--- src/rtl/bsg_decode_with_v_buffered.sv ---
// Buffered binary-to-one-hot decoder: 2-entry valid/ready input FIFO, valid/yumi output,
// sticky OR of delivered grants. Define BSG_DECODE_RANGE_CHECK_EN to add err_o range/protocol flag.
module bsg_decode_with_v_buffered #(
    parameter int unsigned width_p    = 16,
    parameter int unsigned lg_width_p = $clog2(width_p)
) (
    input  logic                  clk_i,
    input  logic                  reset_n_i,
    input  logic [lg_width_p-1:0] addr_i,
    input  logic                  v_i,
    output logic                  ready_o,
    output logic [width_p-1:0]    o,
    output logic                  v_o,
    input  logic                  yumi_i,
    input  logic                  clear_i,
    output logic [width_p-1:0]    seen_o,
    output logic [1:0]            count_o
`ifdef BSG_DECODE_RANGE_CHECK_EN
    ,
    output logic                  err_o
`endif
);

    logic [1:0][lg_width_p-1:0] mem_q;
    logic                       head_q, tail_q;
    logic [1:0]                 count_q, count_d;
    logic [width_p-1:0]         seen_q, seen_d;
    logic [lg_width_p-1:0]      head_addr;
    logic                       enq, deq;

    assign ready_o = (count_q != 2'd2);
    assign v_o     = (count_q != 2'd0);
    assign count_o = count_q;
    assign seen_o  = seen_q;

    // yumi_i with nothing to deliver is a protocol error and must not disturb state
    assign enq = v_i & ready_o;
    assign deq = yumi_i & v_o;

    assign head_addr = mem_q[head_q];

    always_comb begin
        o = '0;
        for (int k = 0; k < width_p; k++) begin
            if (v_o && (head_addr == lg_width_p'(k))) o[k] = 1'b1;
        end
    end

    always_comb begin
        count_d = count_q;
        unique case ({enq, deq})
            2'b10:   count_d = count_q + 2'd1;
            2'b01:   count_d = count_q - 2'd1;
            default: count_d = count_q;
        endcase
    end

    always_comb begin
        seen_d = seen_q;
        if (clear_i) begin
            seen_d = deq ? o : '0;
        end else if (deq) begin
            seen_d = seen_q | o;
        end
    end

    always_ff @(posedge clk_i or negedge reset_n_i) begin
        if (!reset_n_i) begin
            mem_q   <= '0;
            head_q  <= 1'b0;
            tail_q  <= 1'b0;
            count_q <= 2'd0;
            seen_q  <= '0;
        end else begin
            if (enq) begin
                mem_q[tail_q] <= addr_i;
                tail_q        <= ~tail_q;
            end
            if (deq) head_q <= ~head_q;
            count_q <= count_d;
            seen_q  <= seen_d;
        end
    end

`ifdef BSG_DECODE_RANGE_CHECK_EN
    localparam logic [lg_width_p:0] WidthLim = (lg_width_p + 1)'(width_p);

    logic err_q, err_d, range_err, proto_err;

    assign range_err = enq && ({1'b0, addr_i} >= WidthLim);
    assign proto_err = yumi_i && !v_o;
    assign err_o     = err_q;

    // a new violation in the clearing cycle still wins
    always_comb begin
        err_d = err_q | range_err | proto_err;
        if (clear_i) err_d = range_err | proto_err;
    end

    always_ff @(posedge clk_i or negedge reset_n_i) begin
        if (!reset_n_i) begin
            err_q <= 1'b0;
        end else begin
            err_q <= err_d;
`ifndef SYNTHESIS
            if (range_err) $error("bsg_decode_with_v_buffered: index %0d out of range", addr_i);
            if (proto_err) $error("bsg_decode_with_v_buffered: yumi_i while v_o is low");
`endif
        end
    end
`endif

endmodule
--- config.mk ---
export PLATFORM = sky130hd
export DESIGN_NAME = bsg_decode_with_v_buffered
export DESIGN_NICKNAME = d
export VERILOG_FILES = /design/src/rtl/bsg_decode_with_v_buffered.sv
export SDC_FILE = /design/constraint.sdc
export NUM_CORES = 1
export LEC_CHECK = 0
export ABC_CLOCK_PERIOD_IN_PS = 2100
export BUFFER_PORTS_ARGS = -buffer_cell sky130_fd_sc_hd__buf_2
export CORE_MARGIN = 5
export CORE_UTILIZATION = 50
export DETAILED_ROUTE_END_ITERATION = 12
export PLACE_DENSITY = 0.9
export SLEW_MARGIN = 10
export SYNTH_ARGS = -nofsm -noshare
export SYNTH_HDL_FRONTEND = slang
export SYNTH_SLANG_ARGS = --single-unit
--- constraint.sdc ---
create_clock -name clk_i -period 2.1 [get_ports clk_i]
set_input_delay 0.42 -clock clk_i [delete_from_list [all_inputs] [get_ports clk_i]]
set_output_delay 0.42 -clock clk_i [all_outputs]
set_load 0.01 [all_outputs]
* Word-level counts from Yosys, hierarchy flattened
Index checks and enable logic that the tools add are counted.
Operators by class: $add $sub $neg 2, magnitude comparators 3, equality and inequality tests 18, muxes and demuxes 25, bitwise logic cells 5, reduce and logical (&&, ||, !) cells 21
Operators with widths (number):
- $mux W16 | 3
- $eq A4 B4 Y1 const B | 8
- $logic_and A1 B1 Y1 | 17
- $eq A4 B3 Y1 const B | 4
- $mux W1 | 16
- $or A16 B16 Y16 | 1
- $mux W4 | 3
- $bwmux W8 | 1
- $eq A4 B2 Y1 const B | 2
- $reduce_bool A2 Y1 | 3
- $demux W4 S1 | 1
- $eq A4 B1 Y1 const B | 1
- $logic_not A4 Y1 | 1
- $lt A1 B2 Y1 const B | 2
- $pmux W2 S2 | 1
- $add A2 B1 Y2 const B | 1
- $and A1 B1 Y1 | 2
- $eq A2 B1 Y1 const B | 1
- $eq A2 B2 Y1 const B | 1
- $ne A2 B2 Y1 const B | 1
- $not A1 Y1 | 2
- $sub A2 B1 Y2 const B | 1
- $ge A1 B1 Y1 const B | 1
Word-level totals: bits in registers 28, input bits 9, output and inout port bits 36, word-level logic and storage cells 80

* Logic depth before layout (Yosys ltp)
Gate-level depths: netlist (run 1).
depth after elaboration 8, depth in mapped cells 6

* Worst setup path before layout (run 1)
Ideal clock, no wire load.
path type register to output, start register head_q, end output o[1], arrival time 1.187 ns, required time 1.680 ns, path slack 0.493 ns, stages on the path, launching flop included 5, cell sequence dfrtp_1 -> buf_6 -> nor3_1 -> o21ai_2 -> nor2_1
Between the ends: cells in the longest elaborated chain, start to end 5
Ends and longest elaborated chain:
- start: declaration | RTL line 25 | logic head_q, tail_q;
- start signal: assignment | RTL line 79 | if (deq) head_q <= ~head_q;
- $mux W4 (implied by the code) (2 in series) | RTL line 40 | assign head_addr = mem_q[head_q];
- $eq A4 B1 Y1 | RTL line 45 | if (v_o && (head_addr == lg_width_p'(k))) o[k] = 1'b1;
- $logic_and A1 B1 Y1 | RTL line 45
- $mux W1 | RTL line 45
- end: declaration | RTL line 12 | output logic [width_p-1:0] o,
No other way between the ends. The select of a mux whose other input is x is not followed.

* Worst setup path after layout (run 1)
start register head_q, end output o[8]
Between the ends: cells in the longest elaborated chain, start to end 5
Ends and longest elaborated chain (RTL line):
- $mux W4 (implied by the code) (2 in series) | 40
- $eq A4 B4 Y1 | 45
- $logic_and A1 B1 Y1 | 45
- $mux W1 | 45
No other way between the ends. The select of a mux whose other input is x is not followed.

==> results of run 1 <==
-- synth_stat cells (2+ instances only) --
cell | instances | area share
sky130_fd_sc_hd__and3b_1 | 2 | 0.012
sky130_fd_sc_hd__clkbuf_1 | 2 | 0.0052
sky130_fd_sc_hd__dfrtp_1 | 28 | 0.49
sky130_fd_sc_hd__inv_1 | 18 | 0.047
sky130_fd_sc_hd__mux2_2 | 9 | 0.071
sky130_fd_sc_hd__nand2_1 | 4 | 0.010
sky130_fd_sc_hd__nor2_1 | 11 | 0.029
sky130_fd_sc_hd__nor3_1 | 9 | 0.031
sky130_fd_sc_hd__o21ai_1 | 2 | 0.0070
sky130_fd_sc_hd__o21ai_2 | 2 | 0.012
sky130_fd_sc_hd__o22ai_1 | 14 | 0.061
sky130_fd_sc_hd__xnor2_1 | 3 | 0.018
sky130_fd_sc_hd__xor2_1 | 2 | 0.012
-- cells in the final DEF, fill, tap and decap left out, types with 2 or more instances in the layout --
cell                       Yosys  layout
sky130_fd_sc_hd__buf_2         0      44
sky130_fd_sc_hd__nor3_2        0       2
sky130_fd_sc_hd__xnor2_1       3       3
sky130_fd_sc_hd__nor2_1       11      10
sky130_fd_sc_hd__buf_4         1       4
sky130_fd_sc_hd__nor3_1        9       6
sky130_fd_sc_hd__a32oi_4       1       2
sky130_fd_sc_hd__nand2_1       4       4
sky130_fd_sc_hd__nor3b_4       1       2
sky130_fd_sc_hd__xor2_1        2       2
sky130_fd_sc_hd__inv_1        18      18
sky130_fd_sc_hd__o22ai_1      14      14
sky130_fd_sc_hd__dfrtp_1      28      27
sky130_fd_sc_hd__mux2_2        9       9
sky130_fd_sc_hd__clkbuf_4      0       3
sky130_fd_sc_hd__o21ai_2       2       2
-- worst min path at each step --
stage	from	to	slack [ns]	depth (start not counted)
after floorplan	reset_n_i	count_o[0]	0.12	0
after global placement	reset_n_i	mem_q[4]	0.45	1
after detailed placement	reset_n_i	mem_q[0]	0.47	1
after CTS	reset_n_i	mem_q[2]	0.09	1
after global routing	reset_n_i	mem_q[3]	0.10	1
final	reset_n_i	mem_q[0]	0.06	1
-- layout make-up --
cell class / count / area [um2] / share of cell area
timing repair buffer: 49 / 262 / 0.144
tap: 31 / 38.8 / 0.0214
clock buffer: 4 / 36.3 / 0.0200
sequential: 28 / 702 / 0.388
inverter: 18 / 67.6 / 0.0373
multi-input combinational: 77 / 704 / 0.389
-- sequential cells by signal, indices dropped and copies added, names as in the netlist --
register / count
mem_q: 8
count_o: 2
seen_o: 16
tail_q: 1
head_q: 1
-- worst reg2reg max path, cell delays in order (launching register included) --
cell and delay [ns]:
sky130_fd_sc_hd__dfrtp_1 0.48, sky130_fd_sc_hd__o21a_1 0.31, sky130_fd_sc_hd__ha_1 0.35, sky130_fd_sc_hd__nor2_1 0.15
sky130_fd_sc_hd__xor2_1 0.15
-- power breakdown --
group / total [uW] / switching, uW / internal, uW / leakage, uW
Combinational: 1700 / 921 / 775 / 0.000486
Sequential: 1020 / 279 / 740 / 0.000361
Clock: 267 / 161 / 106 / 0.0000210
Total: 2980 / 1360 / 1620 / 0.000868
-- metal layers --
| layer | track usage | up-vias |
|---|---|---|
| li1 | - | 545 |
| met1 | 0.188 | 583 |
| met2 | 0.303 | 44 |
| met3 | 0.0231 | 13 |
| met4 | 0.0883 | 0 |
| met5 | 0 | - |
-- logic make-up after synthesis --
family,share of synthesized area
AO/OA/AOI/OAI,0.166
XOR/XNOR,0.0305
adder cells (fa/ha/maj),0.00871
buffers and inverters,0.0653
flip-flops,0.488
multiplexers,0.0967
AND/OR/NAND/NOR,0.145
-- per-stage QoR --
step           setup TNS [ns]  worst slack (ns)  hold WS, ns  utilization  power (uW)
2_1_floorplan               0             0.493        0.124            -        2060
3_3_place_gp                0             0.325        0.454        0.611        2430
3_5_place_dp                0             0.252        0.471        0.611        2500
4_1_cts                     0           0.00137       0.0907        0.632        2820
5_1_grt                -0.511           -0.0742        0.102        0.657        3170
6_report                    0            0.0140       0.0626        0.657        2980
-- what timing repair did --
item / in CTS / in global routing
setup endpoints to repair: 15 / 14
cloned: 0 / 0
resized for setup: 4 / 11
buffers inserted: 1 / 2
hold buffers: 0 / 0
pin swaps: 0 / 5
==> flow_results.org, run 1 <==
** Status
- The run finished with clean final reports.

** Detailed routing
- Met2 routed wirelength :: roughly 1800 um
- Wire length on met1 :: about 1300 um
- The highest metal layer carrying signal wires in the routed design is met4.
- DR vias :: 1185
- Avg WL per Cell :: between 15 and 20 um
- Number of nets with antenna violations after routing :: 0
- In this run, the number of DRC markers left after iteration 0 of detailed routing was 39.
- The first detailed-routing pass took 4 iterations.
- Via density :: roughly 5.7
- The routed design has around 3400 um of wire.
- The routed design uses roughly 170 um of met3 wire.
- In the routed design, unresolved DRC markers number 0.

** Finish
- Final net count :: between 150 and 200
- Number of fill cells in the layout :: between 200 and 250
- The repair_antennas step left the layout with diodes totalling 0.
- Number of non-filler instances in the completed layout :: roughly 210
- The area growth from synthesis to layout is 26.0%.
- After routing the design area is ~1800 um2.
- Of the cells placed in the final design, the portion with a size suffix greater than 1 is 0.483.

** Timing
- Clock skew on the completed layout was measured at 0.00163 ns.
- In the finished design, the share of the clock period the worst path needs comes to 0.993.
- The worst path in the final design needs a cycle of approximately 2.1 ns, including I/O delays and setup.
- Headroom to the max-slew limit came out at 0.602.
- At the pin with the least slew margin, the transition time is 0.597 ns.
- Fmax :: roughly 0.48 GHz
- Slew Limit Fails :: 0
- Setup violations remaining at the end of the flow were counted as 0.
- Fin. Hold Viols :: 0
- Unrepaired setup endpoints after global routing :: yes

** Synth
- Post-synthesis cell type count :: 34
- Yosys printed 0 warnings.
- A synthesized cell averages roughly 11 um2.
- After synthesis, the share of flip-flops with an asynchronous set or reset is 1.00.
- Proportion of synthesized chip area in sequential cells :: 0.488
- The synthesized design contains 0 enable-type register cells.
- In the synthesized netlist the dominant register cell turns out to be sky130_fd_sc_hd__dfrtp_1.
- Post-synthesis instance total :: 127
- Synthesis inferred 28 register bits.
- Post-synth design cell area :: ~1400 um2
- Synthesized Nets :: ~140

** Setup path
- Traced cell by cell, the critical path runs through buf_6 > nor3b_4 > o21ai_4 > nor2_1 > buf_2.
- Reg-to-reg critical path startpoint :: count_o[0]
- Crit path largest cell delay :: approximately 0.5 ns
- Classification of the worst setup path :: flop to output port
- Data required time of the worst path :: 1.68 ns
- In this run the worst setup path begins at head_q.
- Buffer and inverter count on the worst path :: 2
- Cell count along the critical path :: 5
- STA classifies the critical path endpoint as an output port.
- Cell family contributing the most delay on the critical path :: flip-flops
- STA classifies the critical path startpoint as a flop.
- R2R Setup Slk :: 0.60 ns
- Along the worst path, the maximum fanout reaches 7.
- The endpoint identified for the worst register-to-register timing path is count_o[1].
- For the worst setup path, the data arrival time is approximately 1.7 ns.
- The critical path ends at o[8].
- Among all stages on the critical path, the largest delay is contributed by sky130_fd_sc_hd__dfrtp_2.
- Depth of the most critical reg-to-reg path :: 4

** Placement
- # placed instances :: 200
- Post-Place Cell Area :: approximately 1700 um2
- The HPWL after detailed placement is about 2400 um.
- Weighted congestion at the end of routability-driven global placement :: slightly above 0.8
- Port Buffer Count :: 44

** Global routing
- Global-route wire length before repair :: 5510 um
- Global route total overflow :: 0
- Largest net degree at the start of global routing :: 29
- Via count of the first global-routing pass :: roughly 1300
- Antenna violations before repair :: 0
- In the global route stage, overall resource usage came out at 0.168.

** Pwr
- Summed over all cells, the static leakage comes to around 0.00087 uW.
- Dividing total power by cell area gives a power density of approximately 1600 nW/um2.
- IR analysis of the VDD net gives a maximum drop of between 0.001 and 0.0015 V.

** Floorplanning
- Die Span Y :: 63.6 um
- For this configuration, the core starts out at a cell density of 0.521.
- DIE WIDTH :: around 64 um
- Number of primary I/O pins :: between 40 and 50
- The floorplan has 19 rows.
- After floorplanning, the core was sized to cover approximately 2800 um2.
- Die area :: approximately 4000 um2

** Clock network
- Clk buf depth :: 2
- Clock insertion delay at the later pin of the skew report :: between 0.3 and 0.4 ns
- TritonCTS clock tree :: done
- Number of clock buffers inserted by TritonCTS :: 3
- Root buffer cell :: sky130_fd_sc_hd__clkbuf_4
- Clock-pin slew was measured on the worst setup and hold paths at 0.15 ns.
- Clk sinks :: 28
- H-tree levels :: 1

** Flow run
- Max-cap violations in this run came to 0.

** Hold path
- The worst hold path belongs to the class input port to asynchronous set/reset pin.
No activity file was read; power rests on OpenSTA's default activity.
==> run 2, diff against run 1 <==
- CTS_BUF_LIST: unset -> sky130_fd_sc_hd__clkbuf_8
==> run 2 against run 1 <==
Compared with the run above: worst hold slack improved by 0.078 ns; routed wire length shrank 6.2%; first-iteration DRC count down 2.6%; critical path depth is the same; die area stayed put; largest power group unchanged; clock power is 23% higher; power fell by 3.2%; critical path type unchanged; fmax grew 3.0%.
==> flow_results.org, run 2 (synthesis gave the netlist of run 1 again) <==
** Floorplanning
- The area enclosed by the die boundary came to 4040 um2 (unchanged).
- Die Span Y :: 63.6 um (unchanged)
- The core footprint came to 2760 um2 (unchanged).
- The number of top-level pins is 45 (unchanged).
- DIE WIDTH :: 63.6 um (unchanged)
- The number of core rows is 19 (unchanged).
- Initial core utilization :: 0.521 (unchanged)

** Status
- Run status :: complete, no violations

** Global routing
- The number of global-route vias before repair was 1197 (-4.2%).
- Global route total overflow :: 0 (unchanged)
- The total routing resource utilization after global routing came to 0.164 (-0.00409).
- Antenna violations before repair :: 0 (unchanged)
- The largest net degree at the start of global routing is 29 (unchanged).
- The wire length of the first global-routing pass is 5380 um (-2.4%).

** Setup path
- The worst reg-to-reg path cell count came to 4 (unchanged).
- Crit path capture type :: output port
- STA classifies the critical path startpoint as a flop.
- The slowest stage of the critical path is the sky130_fd_sc_hd__dfrtp_2 cell.
- Crit-path cells :: buf_4 > nand2_1 > a2bb2oi_4 > nor2_1 > buf_2
- Crit path largest cell delay :: 0.49 ns (about the same)
- Reg-to-reg critical path startpoint :: count_o[0]
- The critical path is of the flop to output port type.
- The critical path data required time was 1.68 ns (about the same).
- The arrival time of the worst setup path is 1.61 ns (-0.06 ns).
- R2R Setup Slk :: 0.62 ns (+0.02 ns)
- Destination of the worst register-to-register timing path :: count_o[1]
- The maximum fanout along the worst path was 9 (+2).

** Clock network
- The maximum number of buffers from clock root to sink came to 2 (unchanged).
- TritonCTS clock tree :: done
- CTS hold repair buffers :: 0 (unchanged)
- The register clock-pin slew on the reported worst setup and hold paths came to 0.09 ns (-0.06 ns).
- The latest clock arrival within the worst-skew pair came to 0.27 ns (-0.06 ns).
- Number of clock buffers inserted by TritonCTS :: 3 (unchanged)
- The tree is rooted in a sky130_fd_sc_hd__clkbuf_8.
- H-tree levels :: 1 (unchanged)
- Clk sinks :: 28 (unchanged)

** Timing
- The count of endpoints failing hold in the final timing report is 0 (unchanged).
- The worst-case clock skew was 0.00395 ns (+0.00232 ns).
- The final number of setup-violating endpoints came to 0 (unchanged).
- Total negative slack for setup checks :: 0 ns (unchanged)
- The final critical-path share of the clock period is 0.964 (-0.0290).
- Fmax :: 0.494 GHz (+3.0%)
- Setup repair after global routing left no endpoint under its margin.
- The worst slew margin relative to its limit came to 0.598 (-0.00428).
- Worst Max-Slew Pin Slew :: 0.603 ns (+0.00641 ns)
- Slew Limit Fails :: 0 (unchanged)
- The clock period minus final worst setup slack was 2.03 ns (-0.0609 ns).

** Placement
- Post-Place Cell Area :: 1680 um2 (unchanged)
- # placed instances :: 200 (unchanged)
- Port Buffer Count :: 44 (unchanged)
- The routability-driven placement congestion ratio came to 0.806 (unchanged).
- Detailed Place HPWL :: 2440 um (unchanged)

** Finish
- Layout overhead on the synthesized area :: 23.0%
- The layout filler cell count is 209 (+0.48%).
- Fraction of layout instances using a drive strength above 1 :: 0.446 (-0.0372)
- Register area :: 702 um2 (unchanged)
- The area occupied by multi-input gates was 653 um2 (-7.3%).
- Number of non-filler instances in the completed layout :: 206 (-0.48%)
- The flip-flop count of the largest register after layout is 16 (unchanged).
- Count of antenna diodes in the layout :: 0 (unchanged)
- Summed area of non-filler cells in the final layout :: 1770 um2 (-2.4%)
- Leaving out fill and tap cells, the most frequent cell in the layout is sky130_fd_sc_hd__buf_2.
- The number of nets in the layout came to 186 (-0.53%).
- Commonest cells after routing, fill and taps aside :: 44 x sky130_fd_sc_hd__buf_2, 27 x sky130_fd_sc_hd__dfrtp_1, 18 x sky130_fd_sc_hd__inv_1

** Pwr
- The leakage power figure is 0.000863 uW (-0.62%).
- The sum of internal, switching and leakage power came to 2890 uW (-3.2%).
- Largest voltage drop on the vdd net :: 0.00120 V (+2.2%)
- The areal power density over the cells is 1630 nW/um2 (-0.82%).

** Detailed routing
- DR vias :: 1135 (-4.2%)
- The detailed-router iteration count before antenna repair was 4 (unchanged).
- Number of violations reported at the end of detailed-routing iteration 0 :: 38 (-2.6%)
- Number of nets with antenna violations after routing :: 0 (unchanged)
- The detail-routed via count per cell was 5.51 (-3.8%).
- Routed WL :: 3230 um (-6.2%)
- The number of remaining DRC errors is 0 (unchanged).
- The routed length per placed instance came to 15.7 um (-5.8%).

** Hold path
- Hold crit path type :: input port to asynchronous set/reset pin

** Flow run
- The count of maximum capacitance violations came to 0 (unchanged).
[run 2: cell types whose count changed in the layout (fill, tap and decap cells not counted), moves of 2 or more]
cell                       previous run  this run
sky130_fd_sc_hd__clkbuf_8             1         4
sky130_fd_sc_hd__nor3_1               6         9
sky130_fd_sc_hd__nor3_2               2         0
sky130_fd_sc_hd__clkbuf_4             3         0
[run 2: per-stage QoR]
| step | setup slack [ns] | hold WS (ns) | util |
|---|---|---|---|
| floorplan | 0.493 | 0.124 | - |
| global placement | 0.325 | 0.454 | 0.611 |
| detailed placement | 0.252 | 0.471 | 0.611 |
| CTS | 0.0263 | 0.166 | 0.633 |
| global route | 0.00171 | 0.193 | 0.641 |
| finish | 0.0749 | 0.140 | 0.641 |
[run 2: worst max-delay path, delay by kind of cell, from the launching register on]
kind | cells | cell delay (ns)
simple gates | 2 | 0.21
flops | 1 | 0.49
compound gates | 1 | 0.28
buf+inv | 2 | 0.35
[run 2: worst max-delay path by stage]
| stage | startpoint | endpoint | slack (ns) | cells past startpoint |
|---|---|---|---|---|
| 2_1_floorplan | head_q | o[1] | 0.49 | 4 |
| 3_3_place_gp | head_q | o[15] | 0.33 | 4 |
| 3_5_place_dp | head_q | o[9] | 0.25 | 5 |
| 4_1_cts | head_q | o[8] | 0.03 | 5 |
| 5_1_grt | head_q | o[6] | 0.002 | 4 |
| 6_report | head_q | o[9] | 0.07 | 5 |
[run 2: timing repair]
item                       in CTS  in global routing
resized for setup               2                  2
setup buffers                   0                  2
setup endpoints to repair      10                 10
cloned                          0                  0
hold endpoints to repair        0                  0
[run 2: layout make-up]
class,count,area share
Sequential cell,28,0.397
Multi-Input combinational cell,77,0.370
Timing Repair Buffer,48,0.142
Inverter,18,0.0382
Clock buffer,4,0.0312
Tap cell,31,0.0220
[run 2: layer usage]
layer  track usage  vias to the layer above  part of all wire
met3        0.0320                        4             0.042
met4        0.0519                        0            0.0084
li1              -                      540                 -
met2         0.302                       32              0.53
met1         0.187                      559              0.42
met5             0                        -                 0
[run 2: power breakdown]
| group | internal [uW] | leakage, uW | switching, uW |
|---|---|---|---|
| combinational | 712 | 0.000473 | 848 |
| sequential | 742 | 0.000361 | 257 |
| clock | 168 | 0.0000288 | 160 |
| total | 1620 | 0.000863 | 1260 |
